File: src/rtl/vram_arbiter_if.sv
// Bus bundle for the VRAM arbiter: video fetch port, CPU port and RAM port.
// The slave modport is the arbiter's view; master is the surrounding system.
interface vram_arbiter_if #(
  parameter int AW = 12,
  parameter int DW = 8
);
  logic          vid_req;
  logic [AW-1:0] vid_addr;
  logic          vid_rvalid;
  logic [DW-1:0] vid_rdata;

  logic          cpu_req;
  logic          cpu_we;
  logic [AW-1:0] cpu_addr;
  logic [DW-1:0] cpu_wdata;
  logic          cpu_ack;
  logic          cpu_rvalid;
  logic [DW-1:0] cpu_rdata;

  logic [AW-1:0] mem_addr;
  logic          mem_we;
  logic [DW-1:0] mem_wdata;
  logic [DW-1:0] mem_rdata;

  modport slave (
    input  vid_req, vid_addr, cpu_req, cpu_we, cpu_addr, cpu_wdata, mem_rdata,
    output vid_rvalid, vid_rdata, cpu_ack, cpu_rvalid, cpu_rdata,
           mem_addr, mem_we, mem_wdata
  );

  modport master (
    output vid_req, vid_addr, cpu_req, cpu_we, cpu_addr, cpu_wdata, mem_rdata,
    input  vid_rvalid, vid_rdata, cpu_ack, cpu_rvalid, cpu_rdata,
           mem_addr, mem_we, mem_wdata
  );
endinterface

File: src/rtl/vram_arbiter.sv
// Single-port VRAM slot scheduler. Video reads own every slot they ask for;
// CPU writes are posted into a one-entry buffer and drained in free slots,
// CPU reads wait until the buffer is empty so read-after-write is coherent.
module vram_arbiter #(
  parameter int AW         = 12,
  parameter int DW         = 8,
  parameter bit ACTIVE_CPU = 1'b1,
  parameter int SW         = 16
) (
  input  logic          clk,
  input  logic          reset,
  input  logic          blank,
  vram_arbiter_if.slave bus,
  output logic          wbuf_full,
  input  logic          stall_clr,
  output logic [SW-1:0] cpu_stall_cnt
);

  logic          cpu_ok;
  logic          grant_vid;
  logic          grant_drain;
  logic          grant_rd;
  logic          accept_wr;
  logic [AW-1:0] wbuf_addr_p1;
  logic [DW-1:0] wbuf_data_p1;
  logic          vid_vld_p1;
  logic          cpu_vld_p1;

  function automatic logic [SW-1:0] sat_inc(input logic [SW-1:0] v);
    return (&v) ? v : v + 1'b1;
  endfunction

  // Slot arbitration: video first, then buffer drain, then CPU read; write posting runs alongside
  always_comb begin
    cpu_ok      = blank | ACTIVE_CPU;
    grant_vid   = 1'b0;
    grant_drain = 1'b0;
    grant_rd    = 1'b0;
    accept_wr   = 1'b0;
    if (!reset) begin
      if (bus.vid_req) begin
        grant_vid = 1'b1;
      end else if (wbuf_full && cpu_ok) begin
        grant_drain = 1'b1;
      end else if (!wbuf_full && cpu_ok && bus.cpu_req && !bus.cpu_we) begin
        grant_rd = 1'b1;
      end
      // A write may refill the buffer in the same cycle it drains
      accept_wr = bus.cpu_req && bus.cpu_we && (!wbuf_full || grant_drain);
    end
  end

  // RAM port steering and CPU acknowledge for the granted slot
  always_comb begin
    bus.mem_addr  = '0;
    bus.mem_we    = 1'b0;
    bus.mem_wdata = '0;
    if (grant_vid) begin
      bus.mem_addr = bus.vid_addr;
    end else if (grant_drain) begin
      bus.mem_addr  = wbuf_addr_p1;
      bus.mem_we    = 1'b1;
      bus.mem_wdata = wbuf_data_p1;
    end else if (grant_rd) begin
      bus.mem_addr = bus.cpu_addr;
    end
    bus.cpu_ack = grant_rd | accept_wr;
  end

  // ---- stage p1: write buffer occupancy ----
  // Occupancy flag; a reset discards any posted write
  always_ff @(posedge clk) begin
    if (reset) begin
      wbuf_full <= 1'b0;
    end else if (accept_wr) begin
      wbuf_full <= 1'b1;
    end else if (grant_drain) begin
      wbuf_full <= 1'b0;
    end
  end

  // Buffer payload capture; contents are only meaningful while wbuf_full is set
  always_ff @(posedge clk) begin
    if (accept_wr) begin
      wbuf_addr_p1 <= bus.cpu_addr;
      wbuf_data_p1 <= bus.cpu_wdata;
    end
  end

  // ---- stage p1: read return valids ----
  // Track which requester owns the RAM data returning next cycle
  always_ff @(posedge clk) begin
    if (reset) begin
      vid_vld_p1 <= 1'b0;
      cpu_vld_p1 <= 1'b0;
    end else begin
      vid_vld_p1 <= grant_vid;
      cpu_vld_p1 <= grant_rd;
    end
  end

  // Saturating count of cycles the CPU waited; clear wins over increment
  always_ff @(posedge clk) begin
    if (reset || stall_clr) begin
      cpu_stall_cnt <= '0;
    end else if (bus.cpu_req && !bus.cpu_ack) begin
      cpu_stall_cnt <= sat_inc(cpu_stall_cnt);
    end
  end

  // Read data is the RAM output passed straight through; a reset squashes in-flight returns
  assign bus.vid_rvalid = vid_vld_p1 & ~reset;
  assign bus.cpu_rvalid = cpu_vld_p1 & ~reset;
  assign bus.vid_rdata  = bus.mem_rdata;
  assign bus.cpu_rdata  = bus.mem_rdata;

endmodule

File: src/flat_wrapper.sv
// flat-port wrapper written by rule: the top's interface ports become plain ports
module vram_arbiter_flat 
#(
  parameter int AW         = 12,
  parameter int DW         = 8,
  parameter bit ACTIVE_CPU = 1'b1,
  parameter int SW         = 16
)
  (clk, reset, blank, wbuf_full, stall_clr, cpu_stall_cnt, bus_vid_req, bus_vid_addr, bus_cpu_req, bus_cpu_we, bus_cpu_addr, bus_cpu_wdata, bus_mem_rdata, bus_vid_rvalid, bus_vid_rdata, bus_cpu_ack, bus_cpu_rvalid, bus_cpu_rdata, bus_mem_addr, bus_mem_we, bus_mem_wdata);
  vram_arbiter_if #(.AW(AW), .DW(DW)) bus_i ();
  input  logic clk;
  input  logic reset;
  input  logic blank;
  output logic wbuf_full;
  input  logic stall_clr;
  output logic [SW-1:0] cpu_stall_cnt;
  input wire logic [$bits(bus_i.vid_req)-1:0] bus_vid_req;
  input wire logic [$bits(bus_i.vid_addr)-1:0] bus_vid_addr;
  input wire logic [$bits(bus_i.cpu_req)-1:0] bus_cpu_req;
  input wire logic [$bits(bus_i.cpu_we)-1:0] bus_cpu_we;
  input wire logic [$bits(bus_i.cpu_addr)-1:0] bus_cpu_addr;
  input wire logic [$bits(bus_i.cpu_wdata)-1:0] bus_cpu_wdata;
  input wire logic [$bits(bus_i.mem_rdata)-1:0] bus_mem_rdata;
  output wire logic [$bits(bus_i.vid_rvalid)-1:0] bus_vid_rvalid;
  output wire logic [$bits(bus_i.vid_rdata)-1:0] bus_vid_rdata;
  output wire logic [$bits(bus_i.cpu_ack)-1:0] bus_cpu_ack;
  output wire logic [$bits(bus_i.cpu_rvalid)-1:0] bus_cpu_rvalid;
  output wire logic [$bits(bus_i.cpu_rdata)-1:0] bus_cpu_rdata;
  output wire logic [$bits(bus_i.mem_addr)-1:0] bus_mem_addr;
  output wire logic [$bits(bus_i.mem_we)-1:0] bus_mem_we;
  output wire logic [$bits(bus_i.mem_wdata)-1:0] bus_mem_wdata;
  assign bus_i.vid_req = bus_vid_req;
  assign bus_i.vid_addr = bus_vid_addr;
  assign bus_i.cpu_req = bus_cpu_req;
  assign bus_i.cpu_we = bus_cpu_we;
  assign bus_i.cpu_addr = bus_cpu_addr;
  assign bus_i.cpu_wdata = bus_cpu_wdata;
  assign bus_i.mem_rdata = bus_mem_rdata;
  assign bus_vid_rvalid = bus_i.vid_rvalid;
  assign bus_vid_rdata = bus_i.vid_rdata;
  assign bus_cpu_ack = bus_i.cpu_ack;
  assign bus_cpu_rvalid = bus_i.cpu_rvalid;
  assign bus_cpu_rdata = bus_i.cpu_rdata;
  assign bus_mem_addr = bus_i.mem_addr;
  assign bus_mem_we = bus_i.mem_we;
  assign bus_mem_wdata = bus_i.mem_wdata;
  vram_arbiter #(.AW(AW), .DW(DW), .ACTIVE_CPU(ACTIVE_CPU), .SW(SW)) u_core (.clk(clk), .reset(reset), .blank(blank), .bus(bus_i), .wbuf_full(wbuf_full), .stall_clr(stall_clr), .cpu_stall_cnt(cpu_stall_cnt));
endmodule
File: config.mk
export PLATFORM = sky130hd
export DESIGN_NAME = vram_arbiter_flat
export DESIGN_NICKNAME = d
export VERILOG_FILES = /design/src/rtl/vram_arbiter_if.sv /design/src/rtl/vram_arbiter.sv /design/src/flat_wrapper.sv
export SDC_FILE = /design/constraint.sdc
export NUM_CORES = 1
export LEC_CHECK = 0
export CORE_ASPECT_RATIO = 1.2
export CORE_UTILIZATION = 35
export DETAILED_ROUTE_END_ITERATION = 16
export GPL_TIMING_DRIVEN = 0
export PLACE_DENSITY = 0.83
export SLEW_MARGIN = 20
export SYNTH_ARGS = -nofsm -noshare
export SYNTH_HDL_FRONTEND = slang
export SYNTH_SLANG_ARGS = --single-unit
File: constraint.sdc
create_clock -name clk -period 5.95 [get_ports clk]
set_input_delay 0.8925 -clock clk [delete_from_list [all_inputs] [get_ports clk]]
set_output_delay 0.8925 -clock clk [all_outputs]
set_load 0.02 [all_outputs]
==> reports/qor.yml <==
status: "completed"
synthTopCellsByArea: "edfxtp_1 29%, dfxtp_1 18%, buf_4 5.8%"
avgSynthCellArea_um2: 9.80
fmax_mhz: 230
path_clk_slew_ns: 0.07
clock-sinks: 39
synthCells: 210
synth_nets: 258
gp_congestion: 0.849
fin_area_um2: 3240
cts_hold_buffers: 0
worstHoldStart: "u_core.cpu_stall_cnt[7]$_SDFFE_PP0P_"
nNetsFinal: 360
setup_viol_count_final: 0
dieArea_um2: 6190
fp.coreArea_um2: 5670
cts_tree: "done"
tns_ns: 0
crit_family: "buffers and inverters"
worst_hold_slack_ns: 0.525
grt_pass1_vias: 1803
cp-end-kind: "output port"
synth_area_um2: 2060
cts_buffer_depth: 2
synth-main-ff-cell: "edfxtp_1"
std_cell_rows: 30
ctsHtreeMaxLevel: 2
reg2reg_depth: 5
fin_crit_sh_pct: 73.1
io_buffers: 94
synth-edff-count: 20
cp.arrival_ns: 3.46
numCtsBuffers: 5
ys_types: 38
dr.pass1.iters: 4
crit_path_frequent_cell: "clkdlybuf4s50_1"
slew_headroom_pct: 45.8
wirelength_mm: 5.39
ant_nets: 0
crit_path_top_delay_cell: "nor3b_2"
skew_ns: 0.00246
root_buffer: "clkbuf_8"
antenna_found_initial: 0
rrSetupSlack_ns: 4.07
yosysTopAreaCell: "edfxtp_1"
grt_setup_unrepaired: "no"
final_cells: 393
ir_drop_mv: 0.204
dp_cells: 385
hold_class: "flip-flop to flip-flop"
ys_top_cells_by_count: "23 x nand2_1, 20 x edfxtp_1, 19 x dfxtp_1"
crit_buf_inv: 4
post-cts-setup-buffers: 0
grt_pass1_wl_mm: 8.50
fp.dieH_um: 86.0
vias: 1979
dr.first_iter.drc_count: 53
tightest_slew_ns: 0.810
path_class: "primary input to output port"
synthToLayoutAreaGrowth_pct: 57.7
crit_fanout: 11
seqCellArea_um2: 981
yosysMostFrequentCell: "nand2_1"
r2r_start: "u_core.cpu_stall_cnt[4]$_SDFFE_PP0P_"
startpoint_type: "primary input"
ios: 104
hold_end: "u_core.cpu_stall_cnt[7]$_SDFFE_PP0P_"
drc: 0
drive_gt1_share_pct: 11.5
clkLatencyLatePin_ns: 0.29
final.min_clock_period_ns: 4.35
wl_per_cell_um: 13.7
ys_seq_elements: 39
power.leakage_nw: 1.09
seq_area_frac_synth_pct: 47.7
grt_overflow: 0
path_cells: "clkdlybuf4s50_1 -> clkbuf_1 -> nor3b_2 -> buf_4 -> or2_2 -> clkdlybuf4s50_1"
n_antenna_cell: 0
dpl.hpwl_mm: 4.08
grt_max_degree: 13
cp.required_ns: 5.06
drv_cap: 0
place_area_um2: 3110
cts_resized: 0
die-width_um: 72.0
async_flop_share_pct: 0
fillers: 496
cp_slowest_stage_delay_ns: 0.73
netlist.area_leader.share_pct: 29.2
reg2reg_to: "u_core.cpu_stall_cnt[1]$_SDFFE_PP0P_"
yosys_warnings: 0
hold_path_depth: 2
power_density_nw_per_um2: 201
initial_core_util_pct: 36.3
multi_input_area_um2: 907
grt_usage_pct: 17.4
slew_viol_final: 0
hold_viol_final: 0
via_per_inst: 5.04
[flip-flops by register name, indices dropped and copies added, names as in the netlist]
name / cells
u_core.cpu_stall_cnt: 16
u_core.cpu_vld_p1: 1
u_core.wbuf_addr_p1: 12
u_core.vid_vld_p1: 1
u_core.wbuf_full: 1
u_core.wbuf_data_p1: 8
[layout by cell type (no fill, tap or decap), types with 2 or more instances in the layout]
cell type | Yosys | final
nand2_1 | 23 | 23
nand3_1 | 7 | 7
o21a_1 | 2 | 2
or3_1 | 5 | 5
a21oi_1 | 10 | 10
buf_2 | 4 | 4
o31ai_1 | 8 | 8
a22oi_1 | 12 | 12
or4_1 | 9 | 9
and4_1 | 3 | 3
dfxtp_1 | 19 | 19
clkdlybuf4s50_1 | 0 | 94
clkbuf_8 | 0 | 5
inv_1 | 2 | 2
nand4_1 | 4 | 4
and2_1 | 9 | 9
nor2_1 | 2 | 2
or2_2 | 3 | 3
nor2b_1 | 5 | 5
bufinv_16 | 0 | 2
and3_1 | 2 | 2
a211oi_1 | 2 | 2
clkbuf_1 | 7 | 8
nor4_1 | 4 | 4
mux2i_1 | 4 | 4
edfxtp_1 | 20 | 20
o21ai_0 | 14 | 14
buf_4 | 16 | 17
[worst max-delay path by stage]
stage,slack [ns],end,depth (start not counted),startpoint
floorplan,2.02,bus_cpu_ack,3,reset
global placement,0.35,bus_cpu_ack,5,reset
detailed placement,1.58,bus_cpu_ack,6,reset
CTS,1.58,bus_cpu_ack,6,reset
global route,1.42,bus_cpu_ack,6,reset
finish,1.60,bus_cpu_ack,6,reset
[cell type report]
| type | count | area share [%] |
|---|---|---|
| Timing Repair Buffer | 95 | 29.2 |
| Inverter | 2 | 0.231 |
| Multi-Input combinational cell | 142 | 28.0 |
| Buffer | 27 | 5.13 |
| Clock buffer | 6 | 2.24 |
| Clock inverter | 2 | 1.85 |
| Sequential cell | 39 | 30.2 |
| Tap cell | 80 | 3.09 |
[report_power, final]
part	internal, mW	leakage [nW]	switching [mW]
clock	0.168	0.0654	0.0924
sequential	0.288	0.337	0.00174
combinational	0.0572	0.688	0.0435
[metrics by stage]
stage               power (mW)  utilization [%]  setup WS (ns)
global placement         0.395             54.7          0.354
detailed placement       0.397             54.9           1.58
floorplan                0.340                -           2.02
global route             0.675             57.2           1.42
CTS                      0.656             57.2           1.58
finish                   0.650             57.2           1.60
[worst reg2reg max path, cell delays in order, from the launching register on]
cell and delay (ns):
dfxtp_1 0.45, nand4_1 0.24, nor4_4 0.51, buf_2 0.31, nor3b_1 0.08, o21a_1 0.19
[cells by family after synthesis]
kind of cell / share of synthesized area, %
compound gates: 17.0
fa+ha+maj: 0.608
buf+inv: 8.46
flops: 47.7
mux: 1.95
simple gates: 24.3
[layer usage]
layer | up-vias | wire length, um | track usage [%]
li1 | 991 | - | -
met1 | 904 | 2310 | 20.9
met2 | 82 | 2720 | 30.7
met3 | 2 | 342 | 4.35
met4 | 0 | 18 | 4.99
met5 | - | 0 | 0
Power figures use the tool's default switching activity.
